===== config.mk =====
export PLATFORM = sky130hd
export DESIGN_NAME = fetch_unit
export DESIGN_NICKNAME = d
export VERILOG_FILES = /design/src/rtl/fetch_pkg.sv /design/src/rtl/fetch_queue.sv /design/src/rtl/fetch_unit.sv
export SDC_FILE = /design/constraint.sdc
export NUM_CORES = 1
export LEC_CHECK = 0
export ABC_AREA = 1
export CORE_MARGIN = 3
export CORE_UTILIZATION = 45
export DETAILED_ROUTE_END_ITERATION = 12
export DONT_BUFFER_PORTS = 1
export PLACE_DENSITY = 0.67
export SYNTH_ARGS = -nofsm -noshare
export SYNTH_HDL_FRONTEND = slang
export SYNTH_SLANG_ARGS = --single-unit

===== constraint.sdc =====
create_clock -name clk -period 10 [get_ports clk]
set_clock_uncertainty 0.05 [all_clocks]
set_input_delay 2.5 -clock clk [delete_from_list [all_inputs] [get_ports clk]]
set_output_delay 2.5 -clock clk [all_outputs]
set_load 0.03 [all_outputs]

===== src/rtl/fetch_pkg.sv =====
// Shared types and constants for the instruction fetch slice.
package fetch_pkg;

  localparam int unsigned INSTR_W        = 32;
  localparam logic [31:0] FETCH_RESET_PC = 32'h0000_0000;

  // One instruction-queue slot: the fetch address and the word returned for it.
  typedef struct packed {
    logic [31:0]        pc;
    logic [INSTR_W-1:0] instr;
  } fetch_entry_t;

endpackage


===== src/rtl/fetch_queue.sv =====
// Circular instruction queue between the fetch pipeline and decode.
// Flush empties the queue and takes priority over any same-cycle enqueue/dequeue.
module fetch_queue
  import fetch_pkg::*;
#(
  parameter int unsigned QDEPTH = 4,
  localparam int unsigned PTR_W = (QDEPTH > 1) ? $clog2(QDEPTH) : 1,
  localparam int unsigned CNT_W = PTR_W + 1
) (
  input  logic               clk,
  input  logic               rst,
  input  logic               i_enq,
  input  fetch_entry_t       i_enq_entry,
  input  logic               i_deq,
  input  logic               i_flush,
  output fetch_entry_t       o_head,
  output logic               o_full,
  output logic               o_empty,
  output logic [CNT_W-1:0]   o_count
);

  fetch_entry_t     r_mem [QDEPTH];
  logic [PTR_W-1:0] r_head;
  logic [PTR_W-1:0] r_tail;
  logic [CNT_W-1:0] r_count;

  logic w_do_enq;
  logic w_do_deq;

  assign o_full  = (r_count == CNT_W'(QDEPTH));
  assign o_empty = (r_count == '0);
  assign o_count = r_count;
  assign o_head  = r_mem[r_head];

  // Guard against overflow/underflow; enqueue into a full queue is legal only alongside a dequeue.
  assign w_do_enq = i_enq & (~o_full | i_deq) & ~i_flush;
  assign w_do_deq = i_deq & ~o_empty;

  // Pointer and occupancy state; pointers wrap naturally since QDEPTH is a power of two.
  always_ff @(posedge clk or posedge rst) begin
    if (rst) begin
      r_head  <= '0;
      r_tail  <= '0;
      r_count <= '0;
    end else if (i_flush) begin
      r_head  <= '0;
      r_tail  <= '0;
      r_count <= '0;
    end else begin
      if (w_do_enq) r_tail <= r_tail + PTR_W'(1);
      if (w_do_deq) r_head <= r_head + PTR_W'(1);
      unique case ({w_do_enq, w_do_deq})
        2'b10:   r_count <= r_count + CNT_W'(1);
        2'b01:   r_count <= r_count - CNT_W'(1);
        default: r_count <= r_count;
      endcase
    end
  end

  // Payload storage is not reset; contents are only observed while the queue is non-empty.
  always_ff @(posedge clk) begin
    if (w_do_enq) r_mem[r_tail] <= i_enq_entry;
  end

endmodule


===== src/rtl/fetch_unit.sv =====
// Instruction fetch: drives the icache address, tracks the single in-flight request,
// replays it on stall or back-pressure, and feeds accepted words into the decode queue.
module fetch_unit
  import fetch_pkg::*;
#(
  parameter logic [31:0] RESET_PC = FETCH_RESET_PC,
  parameter int unsigned QDEPTH   = 4
) (
  input  logic                clk,
  input  logic                rst,
  output logic [31:0]         icache_addr,
  input  logic [INSTR_W-1:0]  icache_data,
  input  logic                icache_stall,
  input  logic                redirect_valid,
  input  logic [31:0]         redirect_pc,
  output logic                dec_valid,
  input  logic                dec_ready,
  output logic [INSTR_W-1:0]  dec_instr,
  output logic [31:0]         dec_pc
);

  localparam int unsigned CNT_W = ((QDEPTH > 1) ? $clog2(QDEPTH) : 1) + 1;

  logic [31:0] r_pc_f;
  logic [31:0] r_inflight_pc;
  logic        r_inflight_v;

  logic [31:0] w_pc_f_d;
  logic [31:0] w_inflight_pc_d;
  logic        w_inflight_v_d;

  logic             w_deq;
  logic             w_space;
  logic             w_accept;
  logic             w_replay;
  logic             w_full;
  logic             w_empty;
  logic [CNT_W-1:0] w_count;
  fetch_entry_t     w_enq_entry;
  fetch_entry_t     w_head;

  assign icache_addr = r_pc_f;
  assign dec_valid   = (w_count != '0);
  assign dec_instr   = w_head.instr;
  assign dec_pc      = w_head.pc;

  assign w_deq       = dec_valid & dec_ready;
  // A slot is free if the queue is not full or the head leaves this cycle.
  assign w_space     = ~w_full | w_deq;
  assign w_accept    = r_inflight_v & ~icache_stall & ~redirect_valid & w_space;
  assign w_replay    = r_inflight_v & (icache_stall | ~w_space);
  assign w_enq_entry = '{pc: r_inflight_pc, instr: icache_data};

  fetch_queue #(
    .QDEPTH (QDEPTH)
  ) u_queue (
    .clk         (clk),
    .rst         (rst),
    .i_enq       (w_accept),
    .i_enq_entry (w_enq_entry),
    .i_deq       (w_deq),
    .i_flush     (redirect_valid),
    .o_head      (w_head),
    .o_full      (w_full),
    .o_empty     (w_empty),
    .o_count     (w_count)
  );

  // Next fetch state: redirect beats replay beats sequential issue.
  always_comb begin
    w_pc_f_d        = r_pc_f;
    w_inflight_pc_d = r_inflight_pc;
    w_inflight_v_d  = r_inflight_v;
    if (redirect_valid) begin
      w_pc_f_d       = redirect_pc;
      w_inflight_v_d = 1'b0;
    end else if (w_replay) begin
      // Re-present the unaccepted address; whatever pc_f issued this cycle is dropped.
      w_pc_f_d       = r_inflight_pc;
      w_inflight_v_d = 1'b0;
    end else begin
      w_inflight_pc_d = r_pc_f;
      w_inflight_v_d  = 1'b1;
      w_pc_f_d        = r_pc_f + 32'd4;
    end
  end

  // Fetch PC and in-flight tracking registers.
  always_ff @(posedge clk or posedge rst) begin
    if (rst) begin
      r_pc_f        <= RESET_PC;
      r_inflight_pc <= '0;
      r_inflight_v  <= 1'b0;
    end else begin
      r_pc_f        <= w_pc_f_d;
      r_inflight_pc <= w_inflight_pc_d;
      r_inflight_v  <= w_inflight_v_d;
    end
  end

  // The queue's empty flag and occupancy count must always agree.
  a_empty_count: assert property (@(posedge clk) disable iff (rst) w_empty == (w_count == '0));

endmodule

Word level (Yosys, flattened, before mapping) --
Memories as Yosys holds them, arrays and structs flattened. Index checks and enable logic that the tools add are counted.
Operators by class: $add $sub $neg 5, multipliers 0, divide/modulo/power cells 0, magnitude comparators 0, equality and inequality tests 3, shift operators 0, multiplexer cells 12, bitwise gates (word level) 16, reduce and logical (&&, ||, !) cells 6
Operators with widths (number):
- $mux 32 | 2
- $add 32x3->32 const B | 1
- $and 1x1->1 | 8
- $mux 2 | 4
- $not 1->1 | 6
- $pmux 3 s2 | 1
- $reduce_bool 3->1 | 2
- $add 2x1->2 const B | 2
- $mux 1 | 4
- $reduce_bool 2->1 | 2
- $add 3x1->3 const B | 1
- $eq 3x3->1 const B | 1
- $logic_not 3->1 | 1
- $mux 3 | 1
- $sub 3x1->3 const B | 1
- $eq 2x1->1 const B | 1
- $eq 2x2->1 const B | 1
- $or 1x1->1 | 2
- $reduce_and 2->1 | 1
Storage, ports and cells: flip-flop bits (word level) 72, bits in latches 0, RAM bits 256, memory bits (read-only) 0, input bits 69, output and inout port bits 97, logic and storage cells 49, memories kept 1
Memories:
- u_queue.r_mem | words 4, width 64, read ports 1, clocked after Yosys merged registers in 0, write ports 1, line fetch_queue.sv:22 | fetch_entry_t r_mem [QDEPTH];

Logic depth before layout (Yosys ltp) --
depth in word-level cells 9, mapped depth 12, mapped depth without buffers 12

Modules after synthesis --
From an unflattened synthesis, not the netlist that was laid out.
Second synthesis, totals: cells, all modules 1238, area total of the unflattened synthesis 13827.0 µm²
Modules (own cells, without submodules):
- fetch_queue | instances 1, cells an instance 685, area each 9987.1 µm², sequential area each 7862.5 µm²
- fetch_unit | instances 1, cells an instance 553, area each 3839.9 µm², sequential area each 1626.6 µm²

Least setup slack after synthesis --
No wires, ideal clock.
path type input -> register, start in redirect_valid, end mem u_queue.r_mem[0][0] in the netlist's numbering, enable pin, library setup time 486 ps, data arrival time 5570 ps, required time 9464 ps, path slack 3893 ps, stages 4, path buffers 1, path through buf_2 -> nor2_1 -> nand2_2 -> nor2_1
Between the ends: cells in the longest elaborated chain, start to end 7
RTL lines:
- from (decl) | line fetch_unit.sv:14 | input logic redirect_valid,
- $not 1->1 (no source line) (*)
- $and 1x1->1 (2 in a row) | line fetch_unit.sv:50 | assign w_accept = r_inflight_v & ~icache_stall & ~redirect_valid & w_space;
- $and 1x1->1 | line fetch_queue.sv:36 | assign w_do_enq = i_enq & (~o_full | i_deq) & ~i_flush;
- $and 1x1->1 (*) | line fetch_queue.sv:36
- $mux 1 (*) | line fetch_queue.sv:62 | if (w_do_enq) r_mem[r_tail] <= i_enq_entry;
- $mux 1 (not written as such) (*) | line fetch_queue.sv:62
- to (decl) | line fetch_queue.sv:22
Mark *: on every way between the ends. The rest lies on a longest branch, timed or not.

Worst setup path in the final report --
start reg u_queue.r_head[0], end out dec_pc[19]
Between the ends: cells in the longest elaborated chain, start to end 1
RTL lines:
- from (decl) | line fetch_queue.sv:23 | logic [PTR_W-1:0] r_head;
- from (signal assigned) | line fetch_queue.sv:51 | if (w_do_deq) r_head <= r_head + PTR_W'(1);
- $mem_v2 4x64
- to (decl) | line fetch_unit.sv:19 | output logic [31:0] dec_pc
Every way passes these cells.

==> impl_metrics.py <==
metrics = {
    "power_and_ir_drop": {
        "power_leakage_nw": 5.435,
        "vdd_drop_max_mv": 0.1207,
        "power.density_mw_per_mm2": 210.8,
    },
    "global_route": {
        "grt_pass1_wl_mm": 45.54,
        "track_usage_pct": 18.47,
        "grt_max_degree": 101,
        "grt_pass1_vias": 8070,
        "grt-ovfl-total": 0,
        "antenna_found_initial": 0,
    },
    "sta": {
        "fmax_ghz": 0.1766,
        "period_share_pct": 56.61,
        "rsz0062_at_grt": "no",
        "setup_tns_ps": 0,
        "slew_viol_final": 0,
        "worstMarginPinSlew_ps": 987.9,
        "period_needed_ps": 5661,
        "max_slew_margin_pct": 34.14,
        "setup_violations": 0,
        "hold_violations": 0,
    },
    "synthesis": {
        "synth.net_count": 1242,
        "yosysTopAreaCell": "edfxtp_1",
        "yosysWarnings": 0,
        "netlist_top_cells_area": "edfxtp_1 57%, dfrtp_1 13%, nor2_1 5.9%, o21ai_0 5.5%, nand2_1 5.1%",
        "ys_ff_latch": 328,
        "async_reset_ff_share_pct": 21.95,
        "synth-edff-count": 256,
        "yosys-top-cells-count": "256 x edfxtp_1, 211 x nor2_1, 182 x nand2_1",
        "yosysTopAreaCellShare_pct": 57.46,
        "synth.most_common_cell": "edfxtp_1",
        "ys_seq_area_share_pct": 70.93,
        "netlist_area_mm2": 0.01338,
        "synth_cell_types": 30,
        "synthFlopType": "edfxtp_1",
        "syn_avg_cell_area_um2": 11.46,
        "netlist_instances": 1167,
    },
    "route": {
        "drt_pre_antenna_iters": 5,
        "viasPerCell": 5.408,
        "drt_first_iter_violations": 562,
        "wire_per_inst_um": 19.07,
        "routed_wl_mm": 29.69,
        "ant_nets": 0,
        "drc_errors": 0,
        "vias": 8421,
    },
    "min_path": {
        "whs_path_depth": 1,
        "hold_class": "reg2reg",
        "min_from": "u_queue.o_count[0]$_DFFE_PP0P_",
        "hold_path_end": "u_queue.o_count[0]$_DFFE_PP0P_",
    },
    "run": {
        "maxCapViolCount": 0,
    },
    "clock_tree": {
        "post_cts_resized": 0,
        "clk_path_buf_depth": 3,
        "cts.sinks": 328,
        "cts_tree": "built",
        "cts_hold_buffers": 0,
        "htree_num_levels": 2,
        "numCtsBuffers": 34,
        "cts_setup_buffers": 0,
        "clock-root-buffer": "clkbuf_16",
        "clk_pin_slew_worst_paths_ps": 60,
        "clock_latency_ps": 500,
    },
    "critical_path": {
        "end_kind": "output port",
        "start_kind": "flop",
        "reg2reg_from": "r_inflight_v$_DFF_PP0_",
        "crit_fanout": 71,
        "reg2reg_to": "u_queue.r_mem[1][41]$_DFFE_PP_",
        "ff2ff_path_depth": 5,
        "crit_required_ps": 7450,
        "critical_path_arrival_ps": 3110,
        "path_class": "reg2out",
        "rrSetupSlack_ps": 7100,
    },
    "floorplanning": {
        "die-width_um": 178.4,
        "die_y_um": 178.4,
        "core_mm2": 0.02901,
        "num_rows": 62,
        "initial_utilization_pct": 46.11,
        "dieArea_mm2": 0.03183,
        "io_pins": 166,
    },
    "final_layout": {
        "antenna_cells": 0,
        "layout-drive-gt1-share_pct": 7.076,
        "final_nets": 1226,
        "final_util_pct": 50.69,
        "area_delta_synth_final_pct": 9.942,
    },
    "outcome": {
        "status": "finished, final reports clean",
    },
    "placement": {
        "dp_hpwl_mm": 17.69,
        "port_buffers": 0,
        "gp_congestion": 0.8404,
    },
}
[worst max-delay path by stage]
stage / start / endpoint / slack (ps)
after floorplan: redirect_valid / u_queue.r_mem[0][0]$_DFFE_PP_ / 3890
after global placement: u_queue.r_head[0]$_DFFE_PP0P_ / dec_pc[19] / 4830
after detailed placement: u_queue.r_head[0]$_DFFE_PP0P_ / dec_pc[19] / 4780
after CTS: u_queue.r_head[0]$_DFFE_PP0P_ / dec_pc[19] / 4240
after global routing: u_queue.r_head[0]$_DFFE_PP0P_ / dec_pc[19] / 4060
final: u_queue.r_head[0]$_DFFE_PP0P_ / dec_pc[19] / 4340
[report_power, final]
group,internal [mW],total [mW],switching [mW]
clock,0.678,1.17,0.490
sequential,1.54,1.65,0.111
combinational,0.0616,0.279,0.217
[worst max-delay path: stages (launching register included)]
cell,delay (ps)
dfrtp_4,620
inv_4,470
buf_4,670
o21ai_0,150
o22ai_1,690
[sequential cells by signal (all words and copies together), names as in the netlist]
name / count
r_inflight_v: 1
u_queue.r_mem: 256
u_queue.o_count: 3
u_queue.r_head: 2
icache_addr: 32
r_inflight_pc: 32
u_queue.r_tail: 2
[metal layers]
layer,part of all wire [%],vias to the layer above,track usage (%)
met1,43,4081,25.08
met5,0,-,0
li1,-,4049,-
met4,1.9,0,4.643
met2,46,255,28.90
met3,9.3,36,6.066
[cell usage in the layout, fill, tap and decap left out, types with 3 or more instances in the layout]
cell type / instances
edfxtp_1: 256
a21oi_1: 10
clkbuf_16: 34
xor2_1: 5
clkinv_1: 7
nor3_1: 3
nor2_4: 7
nor2_1: 207
nand4_1: 19
nand3_1: 39
nor2_2: 3
inv_1: 54
ha_1: 5
inv_2: 6
clkinv_2: 4
buf_4: 9
o211ai_1: 3
dfrtp_1: 70
o21ai_0: 146
nand3_2: 5
o22ai_1: 65
nand2_4: 3
clkbuf_1: 7
nand3b_1: 9
nand2_1: 182
[metrics by stage]
stage               area (um2)  total power [mW]  hold slack (ps)  instances  setup slack (ps)
floorplan                13380             1.885            446.7       1167              3893
global placement         13680             1.957            469.3       1499              4830
detailed placement       13680             1.964            489.4       1499              4778
CTS                      14710             3.130            505.2       1557              4244
global route             14710             3.227            538.9       1557              4057
finish                   14710             3.100            506.8       1557              4339
[cell families (layout without fill, tap and decap cells)]
kind of cell	Yosys count	after routing	share of synthesized area, %
buffers and inverters	122	128	3.807
adders and majority gates	6	6	0.6173
AOI/OAI and AO/OA	225	225	9.100
DFF	328	328	70.93
xor gates and xnor gates	6	6	0.3928
and+or+nand+nor	480	480	15.15
[final cells by class]
type                    instances  area, um2
fillers                      2556      14310
flip-flops and latches        328       9494
multi-input cells             717       3410
clock buffers                  41      877.1
well taps                     384      480.5
inverters                      61      231.5
clock inverters                17      147.6
repair buffers                  9      67.56
Power figures use the tool's default switching activity.
